## config.mk

```make
export PLATFORM = sky130hd
export DESIGN_NAME = rfphoenix_mem_req_queue
export DESIGN_NICKNAME = d
export VERILOG_FILES = /design/src/rtl/rfphoenix_mem_req_queue.sv
export SDC_FILE = /design/constraint.sdc
export NUM_CORES = 2
export LEC_CHECK = 0
export CAP_MARGIN = 15
export CORE_ASPECT_RATIO = 1.75
export CORE_MARGIN = 5
export CORE_UTILIZATION = 42
export DETAILED_ROUTE_END_ITERATION = 10
export GPL_ROUTABILITY_DRIVEN = 0
export HOLD_SLACK_MARGIN = 0.15
export PLACE_DENSITY_LB_ADDON = 0.12
export SLEW_MARGIN = 20
export SYNTH_ARGS = -nofsm -noshare
export SYNTH_HDL_FRONTEND = slang
export SYNTH_SLANG_ARGS = --single-unit
export TNS_END_PERCENT = 100
```

## constraint.sdc

```tcl
create_clock -name clk -period 17.9 [get_ports clk]
set_input_delay 2.685 -clock clk [delete_from_list [all_inputs] [get_ports clk]]
set_output_delay 2.685 -clock clk [all_outputs]
set_load 0.1 [all_outputs]
```

## src/rtl/rfphoenix_mem_req_queue.sv

```systemverilog
// In-order memory request queue between the issue logic and the data-cache unit.
// Each accepted request is stamped with a sequential transaction id. A flush can kill
// every queued request of one reorder entry. Killed entries keep their slot until they
// reach the head, where they are silently dropped.
//
// Request layout (389 bits, MSB first):
//   tid[7:0] | rid[3:0] | we | op[3:0] | addr[63:0] | data[255:0] | be[31:0] | user[19:0]
module rfphoenix_mem_req_queue #(
  parameter int unsigned DEPTH = 8
) (
  input  logic         clk,
  input  logic         rst,
  input  logic         req_v_i,
  input  logic [388:0] req_i,
  output logic         req_rdy_o,
  output logic         mem_v_o,
  output logic [388:0] mem_req_o,
  input  logic         mem_ack_i,
  input  logic         kill_v_i,
  input  logic [3:0]   kill_rid_i,
  output logic [4:0]   count_o,
  output logic         empty_o,
  output logic         full_o
);

  typedef struct packed {
    logic [7:0]   tid;
    logic [3:0]   rid;
    logic         we;
    logic [3:0]   op;
    logic [63:0]  addr;
    logic [255:0] data;
    logic [31:0]  be;
    logic [19:0]  user;
  } mem_req_t;

  localparam int unsigned AW = (DEPTH > 1) ? $clog2(DEPTH) : 1;

  mem_req_t             mem_q [DEPTH];
  logic [DEPTH-1:0]     alive_q, alive_d;
  logic [AW-1:0]        head_q, head_d, tail_q, tail_d;
  logic [4:0]           count_q, count_d;
  logic [7:0]           tid_q, tid_d;

  mem_req_t req_in, req_stamped;
  logic     push, pop, xfer, discard, head_alive, not_empty;

  assign req_in = mem_req_t'(req_i);

  // Head presentation and handshake decode, all from registered state.
  always_comb begin
    not_empty   = (count_q != 5'd0);
    full_o      = (count_q == 5'(DEPTH));
    empty_o     = ~not_empty;
    count_o     = count_q;
    req_rdy_o   = ~full_o;
    head_alive  = alive_q[head_q];
    mem_v_o     = not_empty & head_alive;
    mem_req_o   = mem_v_o ? 389'(mem_q[head_q]) : '0;
    push        = req_v_i & ~full_o;
    xfer        = mem_v_o & mem_ack_i;
    discard     = not_empty & ~head_alive;
    pop         = xfer | discard;
    req_stamped = req_in;
    req_stamped.tid = tid_q;
  end

  // Next-state: pointers, count, tid counter and alive bits.
  always_comb begin
    head_d  = head_q;
    tail_d  = tail_q;
    tid_d   = tid_q;
    alive_d = alive_q;
    count_d = count_q + 5'(push) - 5'(pop);
    if (pop) begin
      // Clearing on pop keeps unoccupied slots dead, so the kill scan needs no range check.
      alive_d[head_q] = 1'b0;
      head_d          = head_q + AW'(1);
    end
    if (kill_v_i) begin
      for (int unsigned i = 0; i < DEPTH; i++) begin
        if (mem_q[i].rid == kill_rid_i) alive_d[i] = 1'b0;
      end
    end
    // A push never targets the head being popped: that would need count 0 (no pop) or
    // full (no push).
    if (push) begin
      alive_d[tail_q] = ~(kill_v_i && (req_in.rid == kill_rid_i));
      tail_d          = tail_q + AW'(1);
      tid_d           = tid_q + 8'd1;
    end
  end

  // Control state with asynchronous reset.
  always_ff @(posedge clk or posedge rst) begin
    if (rst) begin
      head_q  <= '0;
      tail_q  <= '0;
      count_q <= '0;
      tid_q   <= '0;
      alive_q <= '0;
    end else begin
      head_q  <= head_d;
      tail_q  <= tail_d;
      count_q <= count_d;
      tid_q   <= tid_d;
      alive_q <= alive_d;
    end
  end

  // Payload storage; contents are masked by the alive bits so it needs no reset.
  always_ff @(posedge clk) begin
    if (push) mem_q[tail_q] <= req_stamped;
  end

endmodule

```

Yosys cells after proc, flatten, opt, wreduce, memory -nomap -nowiden. Memories as Yosys holds them, arrays and structs flattened. Cells that the tools add are included.

Bits in registers: 27. Memories kept: 1. Memory bits (writable): 3112. Bits of input ports: 398. Output and inout port bits: 398.

Reductions and logical operators: 4. Add/subtract/negate cells: 5. Multiplexer cells: 21. Bitwise operators: 11. Equal/unequal tests: 10. Order comparisons: 4.

Memories: mem_q (depth 8, width 389, rd ports 9, clocked after memory_dff 0, write ports 1, line 39) `mem_req_t mem_q [DEPTH];`.

Operator list (number): 389-bit two-way mux (1); 4-bit equality test (9); 8-bit two-way mux (3); 1-bit two-way mux (13); 8-bit by 1-bit adder with 8-bit output, second input constant (1); 8-bit bitwise AND (1); 8-bit bitwise mux (1); 3-bit by 4-bit < comparator with 1-bit output, second input constant (2); 8-bit NOT (1); 3-bit by 1-bit adder with 3-bit output, second input constant (2); 1-bit demux with 3-bit select (2); 3-bit by 1-bit greater-or-equal comparator with 1-bit output, second input constant (2); 5-bit by 1-bit adder with 5-bit output (1); 5-bit by 4-bit equality test with 1-bit output, second input constant (1); 5-bit nonzero test (1); 5-bit by 1-bit subtractor with 5-bit output (1); 1-bit bitwise AND (4); 1-bit NOT (4); 1-bit binary-select mux with 3-bit select (1); 1-bit logical AND (3); 1-bit OR (1).

Logic depth before layout (Yosys ltp).
Depth in word-level cells: 11. Mapped depth: 15. Depth with buffers taken out: 14.

Least setup slack after synthesis. OpenSTA, ideal clock, no wires.

Kind: flip-flop to flip-flop. Start point: reg count_q[2], in the netlist count_o[2]. End point: reg alive_q[7]. Data arrival time: 20.274 ns. Path slack: -3.141 ns. Data required time: 17.133 ns. Buffers on the path: 1. Library setup time: 0.767 ns. Stages on the path, launching flop included: 10. Clock period less this slack: 21.041 ns. Cell sequence: dfrtp_1 inv_1 ha_1 nand2_1 inv_1 nor2b_1 buf_2 nand2_1 nor2_1 mux2i_1.

Elaborated cells on any way between the ends: 13. Those cells by class: eq/ne (1); mux (5); bitwise (6); reduce/logical (1).

RTL lines: start, declared (line 42) `logic [4:0] count_q, count_d;`; start signal, assigned (line 105) `count_q <= count_d;`; 5-bit by 4-bit equality test with 1-bit output (line 53) `full_o = (count_q == 5'(DEPTH));`; 1-bit NOT; named net req_rdy_o (line 15) `output logic req_rdy_o,`; 1-bit bitwise AND (line 60) `push = req_v_i & ~full_o;`; 8-bit two-way mux (line 87) `if (push) begin`; named net alive_d[7] (line 40) `logic [DEPTH-1:0] alive_q, alive_d;`; end signal, assigned (line 107) `alive_q <= alive_d;`; end, declared (line 40).

The timed path passes the listed nets, and every way through them passes these cells. A chain may end at the register's enable or synchronous reset.

Final worst setup path.
Start point: reg head_q[0]. End point: out mem_req_o[236].

Longest elaborated chain between the ends: 4. Elaborated cells on any way between the ends: 5. Those cells by class: mux (3); bitwise (1); memory (1).

RTL lines: start, declared (line 41) `logic [AW-1:0] head_q, head_d, tail_q, tail_d;`; start signal, assigned (line 97) `head_q <= '0;`; start signal, assigned (line 103) `head_q <= head_d;`; 1-bit binary-select mux with 3-bit select (line 57) `head_alive = alive_q[head_q];`; 1-bit two-way mux (not written as such) (line 57); 1-bit bitwise AND (line 58) `mem_v_o = not_empty & head_alive;`; 389-bit two-way mux (*) (line 59) `mem_req_o = mem_v_o ? 389'(mem_q[head_q]) : '0;`; end, declared (line 17) `output logic [388:0] mem_req_o,`.

Every way passes the cells marked *; elsewhere a longest branch is shown, timed or not. The select of a mux whose other input is x is not followed.

==> results.sh <==
export IMPL_hold_viol_final=0
export IMPL_cp_start_kind="flip-flop"
export IMPL_run_status="finished clean"
export IMPL_hpwl_um=160000
export IMPL_cpMaxStageDelayCell="clkdlybuf4s50_1"
export IMPL_setup_viol=0
export IMPL_path_max_fanout=102
export IMPL_maxCapViolCount=0
export IMPL_tns_ns=0
export IMPL_ctsResizeCount=0
export IMPL_grt_setup_unrepaired="false"
export IMPL_required_ns=15.21
export IMPL_clk_latency_ns=0.86
export IMPL_syn_area_um2=120000
export IMPL_wire_per_inst_um=28.1
export IMPL_root_buffer="clkbuf_16"
export IMPL_final_util=0.498
export IMPL_skew_ns=0.0405
export IMPL_syn_to_final_growth_pct=17.9
export IMPL_nets=6643
export IMPL_synth_warnings=0
export IMPL_yosysMostFrequentCell="edfxtp_1"
export IMPL_cts_tree="built"
export IMPL_wl_met2_um=144000
export IMPL_clockBufferDepth=4
export IMPL_hold_ws_ns=0.558
export IMPL_slowest_delay_ns=1.01
export IMPL_worstMarginPinSlew_ns=1.18
export IMPL_synthDistinctLibCells=48
export IMPL_yosys_area_share_xor_xnor=0.00365
export IMPL_clkTransAtPathRegs_ns=0.06
export IMPL_grt_ovfl_total=0
export IMPL_synth_fa_ha_area_frac=0.00121
export IMPL_yosys_area_top_type="edfxtp_1"
export IMPL_wl_met1_um=116000
export IMPL_period_share=0.606
export IMPL_min_period_ns=10.85
export IMPL_row_count=259
export IMPL_gr_usage_all_layers=0.191
export IMPL_grt_max_degree=163
export IMPL_cts_buffers=296
export IMPL_grt_pass1_wl_um=421000
export IMPL_synth_mux_area_frac=0.168
export IMPL_die_w_um=414
export IMPL_ant_nets=0
export IMPL_slew_violations=0
export IMPL_ios=796
export IMPL_drc=0
export IMPL_cpMostUsedCell="buf_4"
export IMPL_holdBufCountCts=0
export IMPL_worst_slack_ns=7.05
export IMPL_initial_core_util=0.422
export IMPL_htreeDepth=5
export IMPL_avgSynthCellArea_um2=22.5
export IMPL_endpoint_kind="output pin"
export IMPL_syn_nets=5749
export IMPL_ys_async_sr_fraction=0.00860
export IMPL_dieHeight_um=718
export IMPL_synth_top_family_by_area="multiplexers"
export IMPL_synth_top_area_share=0.778
export IMPL_relSlewSlack=0.209
export IMPL_antenna_found_initial=91
export IMPL_die_area_um2=297000
export IMPL_vias=55900
export IMPL_holdCritPathClass="reg2reg"
export IMPL_arrival_ns=8.17
export IMPL_fmax_mhz=92.2
export IMPL_top_layer_used="met5"
export IMPL_path_class="reg2out"
export IMPL_ys_ff_latch=3139
export IMPL_first_global_vias=59700
export IMPL_dpl_worst_slack_ns=7.60
export IMPL_path_cells="buf_16 -> buf_4 -> buf_4 -> buf_12 -> buf_4 -> buf_4 -> buf_16 -> mux4_2 -> mux2i_1 -> nor2_1 -> clkdlybuf4s50_1"
export IMPL_synth_area_leaders="edfxtp_1, mux4_2, mux2i_1"
export IMPL_port_buffers=787
export IMPL_drt_pass1_iterations=5
export IMPL_drt_iter0_markers=4011
export IMPL_cts_setup_buffers=0
export IMPL_core_area_um2=285000
export IMPL_netlist_instances=5340
export IMPL_yosysSeqAreaShare=0.783
export IMPL_synth_compound_area_share=0.0143
export IMPL_final_layout_size_suffix_gt1_frac=0.214
export IMPL_post_drt_via_cell_ratio=5.44
export IMPL_synth_simple_area_share=0.0162
export IMPL_wl_met3_um=21800
export IMPL_routed_wl_um=289000
export IMPL_yosys_top_cells_count="edfxtp_1, mux4_2, mux2i_1"
export IMPL_synth_top_flop_cell="edfxtp_1"
export IMPL_synth_edf_count=3112
export IMPL_cts_sinks=3139
placed cells by master, fill, tap and decap left out, types with 27 or more instances in the layout:
cell / n
edfxtp_1: 3112
clkdlybuf4s50_1: 763
mux4_2: 662
mux2i_1: 392
nor2_1: 337
clkbuf_16: 300
mux2_2: 121
buf_4: 87
nor2b_1: 62
clkinv_1: 62
o22ai_1: 61
a211oi_1: 58
clkinv_2: 53
clkbuf_1: 51
a2111oi_2: 38
xor2_1: 33
diode_2: 27
per-stage QoR:
stage	area, um2	instances
2_1_floorplan	120000	5340
3_3_place_gp	132000	9716
3_5_place_dp	132000	9718
4_1_cts	142000	10200
5_1_grt	142000	10300
6_report	142000	10300
final timing paths:
check	slack [ns]	endpoint	depth (start not counted)	start
min in group asynchronous	2.21	count_o[2]	3	rst
worst max register to register	12.75	mem_q[1][169]	11	count_o[2]
worst min-delay path	0.56	alive_q[0]	2	alive_q[0]
max in group asynchronous	15.27	head_q[1]	3	rst
worst max-delay path	7.05	mem_req_o[236]	11	head_q[0]
worst min register to register	0.56	alive_q[0]	2	alive_q[0]
sequential cells by signal, summed over array words and instances, names as in the netlist:
name and cells:
tid_q 8, tail_q 3, mem_q 3112, alive_q 8, count_o 5, head_q 3
layer usage:
layer	vias up	global-route usage
li1	24100	-
met1	29800	0.245
met2	1438	0.322
met3	436	0.0566
met4	82	0.0438
met5	-	0
logic make-up (layout without fill, tap and decap cells):
kind of cell	Yosys count	after routing
buffers and inverters	312	1430
AO/OA/AOI/OAI	194	194
flip-flops	3139	3139
multiplexers	1176	1176
AND/OR/NAND/NOR	458	458
other	0	27
adder cells (fa/ha/maj)	11	11
XOR/XNOR	50	50
final cells by class:
type,instances,area [um2]
Tap cell,3784,4730
Clock inverter,169,1550
Inverter,17,109
Sequential cell,3139,94100
Clock buffer,353,7730
Timing Repair Buffer,891,8780
Fill cell,23200,143000
Multi-Input combinational cell,1889,24500
Antenna cell,27,67.6
worst max-delay path: cells and delay by family, from the launching register on:
kind / cells / cell delay [ns]
flops: 1 / 0.77
simple gates: 1 / 0.08
buf+inv: 8 / 5.23
mux: 2 / 0.87
Power is left out: the tool's default activity adds up to more than one toggle a clock period on the data nets, which glitch-free logic cannot reach.
